===== src/rtl/display_scan_ctrl.sv =====
// Four-digit common-anode 7-segment scan controller with dead-time blanking,
// optional leading-zero suppression and a tear-free valid/ready value load.
module display_scan_ctrl #(
  parameter int SHOW_CYCLES  = 50000,
  parameter int BLANK_CYCLES = 4,
  parameter bit LZ_BLANK     = 1'b0
) (
  input  logic        clk,
  input  logic        rst,
  input  logic        enable,
  input  logic        load,
  input  logic [15:0] bin_in,
  output logic        ready,
  output logic [6:0]  seg,
  output logic [3:0]  an,
  output logic [1:0]  digit_idx,
  output logic        frame_done
);

  localparam int MAXC = (SHOW_CYCLES > BLANK_CYCLES) ? SHOW_CYCLES : BLANK_CYCLES;
  localparam int CW   = (MAXC > 1) ? $clog2(MAXC) : 1;
  localparam logic [CW-1:0] SHOW_LAST  = CW'(SHOW_CYCLES - 1);
  localparam logic [CW-1:0] BLANK_LAST = CW'(BLANK_CYCLES - 1);

  typedef enum logic [1:0] {
    IDLE  = 2'd0,
    BLANK = 2'd1,
    SHOW  = 2'd2
  } state_t;

  state_t        state_q, state_d;
  logic [1:0]    idx_q, idx_d;
  logic [CW-1:0] cnt_q, cnt_d;
  logic [15:0]   disp_q, disp_d;
  logic [15:0]   pend_q, pend_d;
  logic          pend_valid_q, pend_valid_d;
  logic          frame_end_s, transfer_s, accept_s, lz_s;
  logic [3:0]    nib_s;

  // Active-low segment pattern {a,b,c,d,e,f,g} for one hex nibble
  function automatic logic [6:0] seg_decode(input logic [3:0] v);
    case (v)
      4'h0:    seg_decode = 7'b0000001;
      4'h1:    seg_decode = 7'b1001111;
      4'h2:    seg_decode = 7'b0010010;
      4'h3:    seg_decode = 7'b0000110;
      4'h4:    seg_decode = 7'b1001100;
      4'h5:    seg_decode = 7'b0100100;
      4'h6:    seg_decode = 7'b0100000;
      4'h7:    seg_decode = 7'b0001111;
      4'h8:    seg_decode = 7'b0000000;
      4'h9:    seg_decode = 7'b0001100;
      4'hA:    seg_decode = 7'b0001000;
      4'hB:    seg_decode = 7'b1100000;
      4'hC:    seg_decode = 7'b0110001;
      4'hD:    seg_decode = 7'b1000010;
      4'hE:    seg_decode = 7'b0110000;
      4'hF:    seg_decode = 7'b0111000;
      default: seg_decode = 7'b1111111;
    endcase
  endfunction

  // Register update with synchronous reset
  always_ff @(posedge clk) begin
    if (rst) begin
      state_q      <= IDLE;
      idx_q        <= 2'd0;
      cnt_q        <= '0;
      disp_q       <= 16'h0000;
      pend_q       <= 16'h0000;
      pend_valid_q <= 1'b0;
    end else begin
      state_q      <= state_d;
      idx_q        <= idx_d;
      cnt_q        <= cnt_d;
      disp_q       <= disp_d;
      pend_q       <= pend_d;
      pend_valid_q <= pend_valid_d;
    end
  end

  // Scan sequencing: IDLE -> BLANK -> SHOW -> BLANK (next digit) ...
  always_comb begin
    state_d = state_q;
    idx_d   = idx_q;
    cnt_d   = cnt_q;
    if (!enable) begin
      state_d = IDLE;
      idx_d   = 2'd0;
      cnt_d   = '0;
    end else begin
      case (state_q)
        IDLE: begin
          state_d = BLANK;
          idx_d   = 2'd0;
          cnt_d   = '0;
        end
        BLANK: begin
          if (cnt_q == BLANK_LAST) begin
            state_d = SHOW;
            cnt_d   = '0;
          end else begin
            cnt_d = cnt_q + CW'(1);
          end
        end
        SHOW: begin
          if (cnt_q == SHOW_LAST) begin
            state_d = BLANK;
            idx_d   = idx_q + 2'd1;
            cnt_d   = '0;
          end else begin
            cnt_d = cnt_q + CW'(1);
          end
        end
        default: begin
          state_d = IDLE;
          idx_d   = 2'd0;
          cnt_d   = '0;
        end
      endcase
    end
  end

  // Load port and frame-boundary transfer; accept and transfer are mutually exclusive
  always_comb begin
    frame_end_s  = (state_q == SHOW) && (idx_q == 2'd3) && (cnt_q == SHOW_LAST);
    transfer_s   = pend_valid_q && ((state_q == IDLE) || frame_end_s);
    accept_s     = load && !pend_valid_q;
    disp_d       = transfer_s ? pend_q : disp_q;
    pend_d       = accept_s ? bin_in : pend_q;
    if (transfer_s) begin
      pend_valid_d = 1'b0;
    end else if (accept_s) begin
      pend_valid_d = 1'b1;
    end else begin
      pend_valid_d = pend_valid_q;
    end
  end

  // Moore output decode from registered state only
  always_comb begin
    case (idx_q)
      2'd0:    begin nib_s = disp_q[15:12]; lz_s = (disp_q[15:12] == 4'h0); end
      2'd1:    begin nib_s = disp_q[11:8];  lz_s = (disp_q[15:8]  == 8'h00); end
      2'd2:    begin nib_s = disp_q[7:4];   lz_s = (disp_q[15:4]  == 12'h000); end
      default: begin nib_s = disp_q[3:0];   lz_s = 1'b0; end
    endcase
    an  = 4'b1111;
    seg = 7'b1111111;
    if ((state_q == SHOW) && !(LZ_BLANK && lz_s)) begin
      an  = ~(4'b0001 << idx_q);
      seg = seg_decode(nib_s);
    end else begin
      an  = 4'b1111;
      seg = 7'b1111111;
    end
    digit_idx  = idx_q;
    frame_done = frame_end_s;
    ready      = ~pend_valid_q;
  end

endmodule

===== config.mk =====
export PLATFORM = sky130hd
export DESIGN_NAME = display_scan_ctrl
export DESIGN_NICKNAME = d
export VERILOG_FILES = /design/src/rtl/display_scan_ctrl.sv
export SDC_FILE = /design/constraint.sdc
export NUM_CORES = 1
export LEC_CHECK = 0
export ABC_AREA = 1
export ABC_CLOCK_PERIOD_IN_PS = 2700
export CORE_MARGIN = 2
export CORE_UTILIZATION = 41
export CTS_BUF_LIST = sky130_fd_sc_hd__clkbuf_16
export DETAILED_ROUTE_END_ITERATION = 6
export GPL_TIMING_DRIVEN = 0
export PLACE_DENSITY = 0.67
export SLEW_MARGIN = 10
export SYNTH_ARGS = -nofsm -noshare
export SYNTH_HDL_FRONTEND = slang
export SYNTH_SLANG_ARGS = --single-unit

===== constraint.sdc =====
create_clock -name clk -period 2.7 [get_ports clk]
set_input_delay 0.405 -clock clk [delete_from_list [all_inputs] [get_ports clk]]
set_output_delay 0.405 -clock clk [all_outputs]
set_load 0.02 [all_outputs]

Word level (Yosys, flattened, before mapping)
Memory sizes are Yosys's and may differ from the RTL's.
Cells that the tools add are included.
Widths: inputs -> output; s select.
Storage, ports and cells
  flip-flop bits (word level): 53
  bits in read-only memories: 112
  output and inout bits: 15
  memories: 1
Memory list
  (name not given): depth 16, width 7, read ports 1, clocked after memory_dff 0, write ports 0, RTL line 42  | case (v)
Cells by class
  add/sub/neg operators: 2
  equal/unequal tests: 9
  shifts and indexed selects: 1
  muxes and demuxes: 11
  bitwise logic cells: 4
  reductions and logical operators: 12
Operator list (count)
  $mux 16: 2
  $pmux 16 s2: 1
  $add 16x1->16 const B: 1
  $eq 16x16->1 const B: 1
  $eq 16x2->1 const B: 1
  $pmux 4 s3: 1
  $mux 7: 1
  $eq 2x2->1 const B: 3
  $mux 2: 3
  $pmux 2 s3: 1
  $eq 2x1->1 const B: 2
  $logic_and 1x1->1: 4
  $logic_not 2->1: 2
  $mux 4: 1
  $ne 2x2->1 const B: 2
  $not 4->4: 1
  $pmux 2 s2: 1
  $reduce_and 2->1: 2
  $reduce_or 2->1: 2
  $shl 1x2->4 const A: 1
  $not 1->1: 3
  $add 2x1->2 const B: 1
  $logic_not 1->1: 1
  $logic_or 1x1->1: 1

Logic depth before layout (Yosys ltp)
  depth after elaboration: 6
  mapped depth: 11
  depth with buffers taken out: 11

Least setup slack after synthesis
No wires, ideal clock.
  path type: register -> output
  start point: reg idx_q[1], in the netlist digit_idx[1]
  end point: out seg[1]
  arrival time: 2.110 ns
  data required time: 2.295 ns
  setup slack: 0.185 ns
  cell stages (with the launch flop): 10
  path buffers: 0
  cells stage by stage: dfxtp_1 ha_1 clkinv_1 o22ai_1 inv_1 ha_1 inv_1 nor2_1 a21boi_0 nand2_1
On the way
  word-level cells in the longest chain between the ends: 4
RTL lines
  start, declared: RTL line 32  | logic [1:0] idx_q, idx_d;
  start signal, assigned: RTL line 74  | idx_q <= idx_d;
  $eq 2x2->1 (tied with other cells)
  $pmux 4 s3 *: RTL line 142  | case (idx_q)
  $mem_v2 16x7 *
  $mux 7 *: RTL line 150  | if ((state_q == SHOW) && !(LZ_BLANK && lz_s)) begin
  end, declared: RTL line 14  | output logic [6:0] seg,
Every way passes the cells marked *; elsewhere a longest branch is shown, timed or not.

Final worst setup path
  start point: reg idx_q[0], in the netlist digit_idx[0]
  end point: out seg[5]
Same word-level chain as after synthesis.

==> flow_summary.toml <==
[logic_synthesis]
ys_seq_area_frac = 0.3650
async_flop_share = 0
synth_area_leaders = "dfxtp_1, nand2_1, ha_1, nand3_1, a21oi_1"
yosysTopAreaCell = "dfxtp_1"
synth.yosys.warnings = 0
avgSynthCellArea_um2 = 7.055
synthCells = 412
yosys-top-cells-count = "nand2_1, dfxtp_1, nor2_1"
yosysTopAreaCellShare = 0.3650
syn-num-nets = 449
ys_seq_elements = 53
yosysUniqueCellTypes = 32
synth_ff_type = "dfxtp_1"
synth_enable_flop_cells = 0
synth_area_um2 = 2907
synth_most_common_cell = "nand2_1"

[cells_and_area]
multiInputGateArea_um2 = 1625
drive_gt1_frac = 0.1329
n_fill_cell = 692
area_growth_pct = 22.77
n_antenna_cell = 0
regArea_um2 = 1069
nNetsFinal = 495
post-route-util = 0.5223
fin_cells = 555

[pwr]
ir_drop_uv = 248.5
total_power_mw = 1.811
p_leak_nw = 1.482
pwr_density_cell_nw_per_um2 = 507.5

[global_route]
track_usage = 0.1781
antenna_found_initial = 0
overflow = 0
grt_pass1_wl_um = 11120
grt_max_degree = 17
grt_pass1_vias = 2428

[placed_design]
place_hpwl_um = 4746
dp_cells = 542
place_congestion = 0.8883
numPortBuffers = 34

[run_status]
status = "completed"

[critical_path]
critPathLaunchType = "register"
critPathCaptureType = "output port"
r2r_slack_ns = 1.05
worstPathArrival_ns = 2.25
crit_type = "reg -> out"
crit_required_ns = 2.30
crit_path_max_fanout = 6

[route]
dr.pass1.iters = 4
wl_per_cell_um = 11.68
ant_nets = 0
vias = 2673
wl_met1_um = 3214
drc = 0
drtIter0Drc = 122
route.met2.wl_um = 2928
top_layer_used = "met4"
wl_um = 6481
wl_met3_um = 289
vias_per_cell = 4.816

[timing]
hold_viol = 0
max_freq_ghz = 0.3763
drv_slew = 0
worst_clock_skew_ns = 0.006573
finalCriticalPeriod_ns = 2.657
period_share = 0.9842
setup_viol = 0
relSlewSlack = 0.7117
rsz0062_at_grt = "yes"
tightestPinTransition_ns = 0.4324

[clock_tree]
clk_pin_slew_ns = 0.07
ctsRootBufferMaster = "clkbuf_16"
htree_levels = 2
cts_buffer_depth = 2
clk_latency_ns = 0.29
cts.sinks = 53
cts_tree = "yes"
numCtsBuffers = 5

[floorplanning]
die_height_um = 88.20
initial_utilization = 0.4255
design.core.area_um2 = 6832
ios = 35
die-area_um2 = 7778
die_x_um = 88.20
rows = 30

[worst_hold_path]
worst_hold_path_type = "reg -> reg"

[run]
cap_violations = 0
==> placed cells by master, fill, tap and decap left out, types with 4 or more instances in the layout <==
master,instances
inv_1,42
clkbuf_1,5
dfxtp_1,51
clkdlybuf4s50_1,27
nor2_1,47
buf_2,7
a21oi_1,37
nand3_1,40
xor2_1,10
clkbuf_16,5
ha_2,4
nor2_2,12
nand2_1,92
buf_4,5
ha_1,13
o21ai_0,18
==> path summary, 6_finish.rpt <==
| path | from | end | cells after the start |
|---|---|---|---|
| setup / recovery | digit_idx[0] | seg[5] | 10 |
| setup reg to reg | cnt_q[0] | cnt_q[2] | 9 |
| hold / removal | pend_q[6] | pend_q[6] | 2 |
| hold reg to reg | pend_q[6] | pend_q[6] | 2 |
==> worst max-delay path, cell delays in order, from the launching register on <==
cell and delay (ns):
dfxtp_4 0.36, inv_1 0.10, ha_2 0.25, nand2_1 0.07
nand2_1 0.10, o22ai_4 0.10, buf_4 0.14, ha_1 0.29
nand3_1 0.10, nand3_1 0.10, dlygate4sd2_1 0.35
==> power by group <==
part / switching [mW] / total [mW] / leakage (nW) / internal (mW)
logic: 0.192 / 0.333 / 0.971 / 0.142
registers: 0.0229 / 0.851 / 0.436 / 0.828
clock network: 0.284 / 0.627 / 0.0754 / 0.342
==> through the flow <==
step | hold slack, ns | area (um2) | setup WS [ns] | setup TNS (ns)
finish | 0.4582 | 3568 | 0.04276 | 0
detailed placement | 0.4484 | 3367 | -0.5007 | -2.673
CTS | 0.4586 | 3562 | 0.01223 | 0
floorplan | 0.4295 | 2907 | 0.1849 | 0
global route | 0.4808 | 3568 | -0.03179 | -0.03179
global placement | 0.4426 | 3367 | -0.4522 | -2.409
==> sequential cells by signal (all words and copies together) (netlist names) <==
signal / count
cnt_q: 16
digit_idx: 2
disp_q: 16
pend_q: 16
pend_valid_q: 1
state_q: 2
==> cell families (layout without fill, tap and decap cells) <==
family,after synthesis,count (layout),share of synthesized area
flip-flops,53,53,0.3650
XOR/XNOR,13,13,0.03917
AND/OR/NAND/NOR,205,205,0.3160
buffers and inverters,60,107,0.09039
AO/OA/AOI/OAI,64,64,0.1162
adder cells (fa/ha/maj),17,17,0.07318
==> layout make-up <==
cell class | instances | area share
plain buffers | 15 | 0.02630
multi-input cells | 299 | 0.4555
clock buffers | 5 | 0.03506
well taps | 96 | 0.03366
clock inverters | 3 | 0.004909
repair buffers | 39 | 0.09712
flip-flops and latches | 53 | 0.2994
inverters | 45 | 0.04804
==> layer usage <==
metal  track usage  up-vias
met2        0.2618       59
li1              -     1400
met1        0.2649     1210
met4       0.04821        0
met5             0        -
met3       0.03582        4
==> what timing repair did <==
action / 4_1_cts / 5_1_grt
endpoints found under the setup margin: 7 / 7
resized for setup: 31 / 11
endpoints found under the hold margin: 0 / 0
hold buffers: 0 / 0
pin swaps: 1 / 2
buffers inserted: 1 / 4
(Power assumes the default switching activity.)
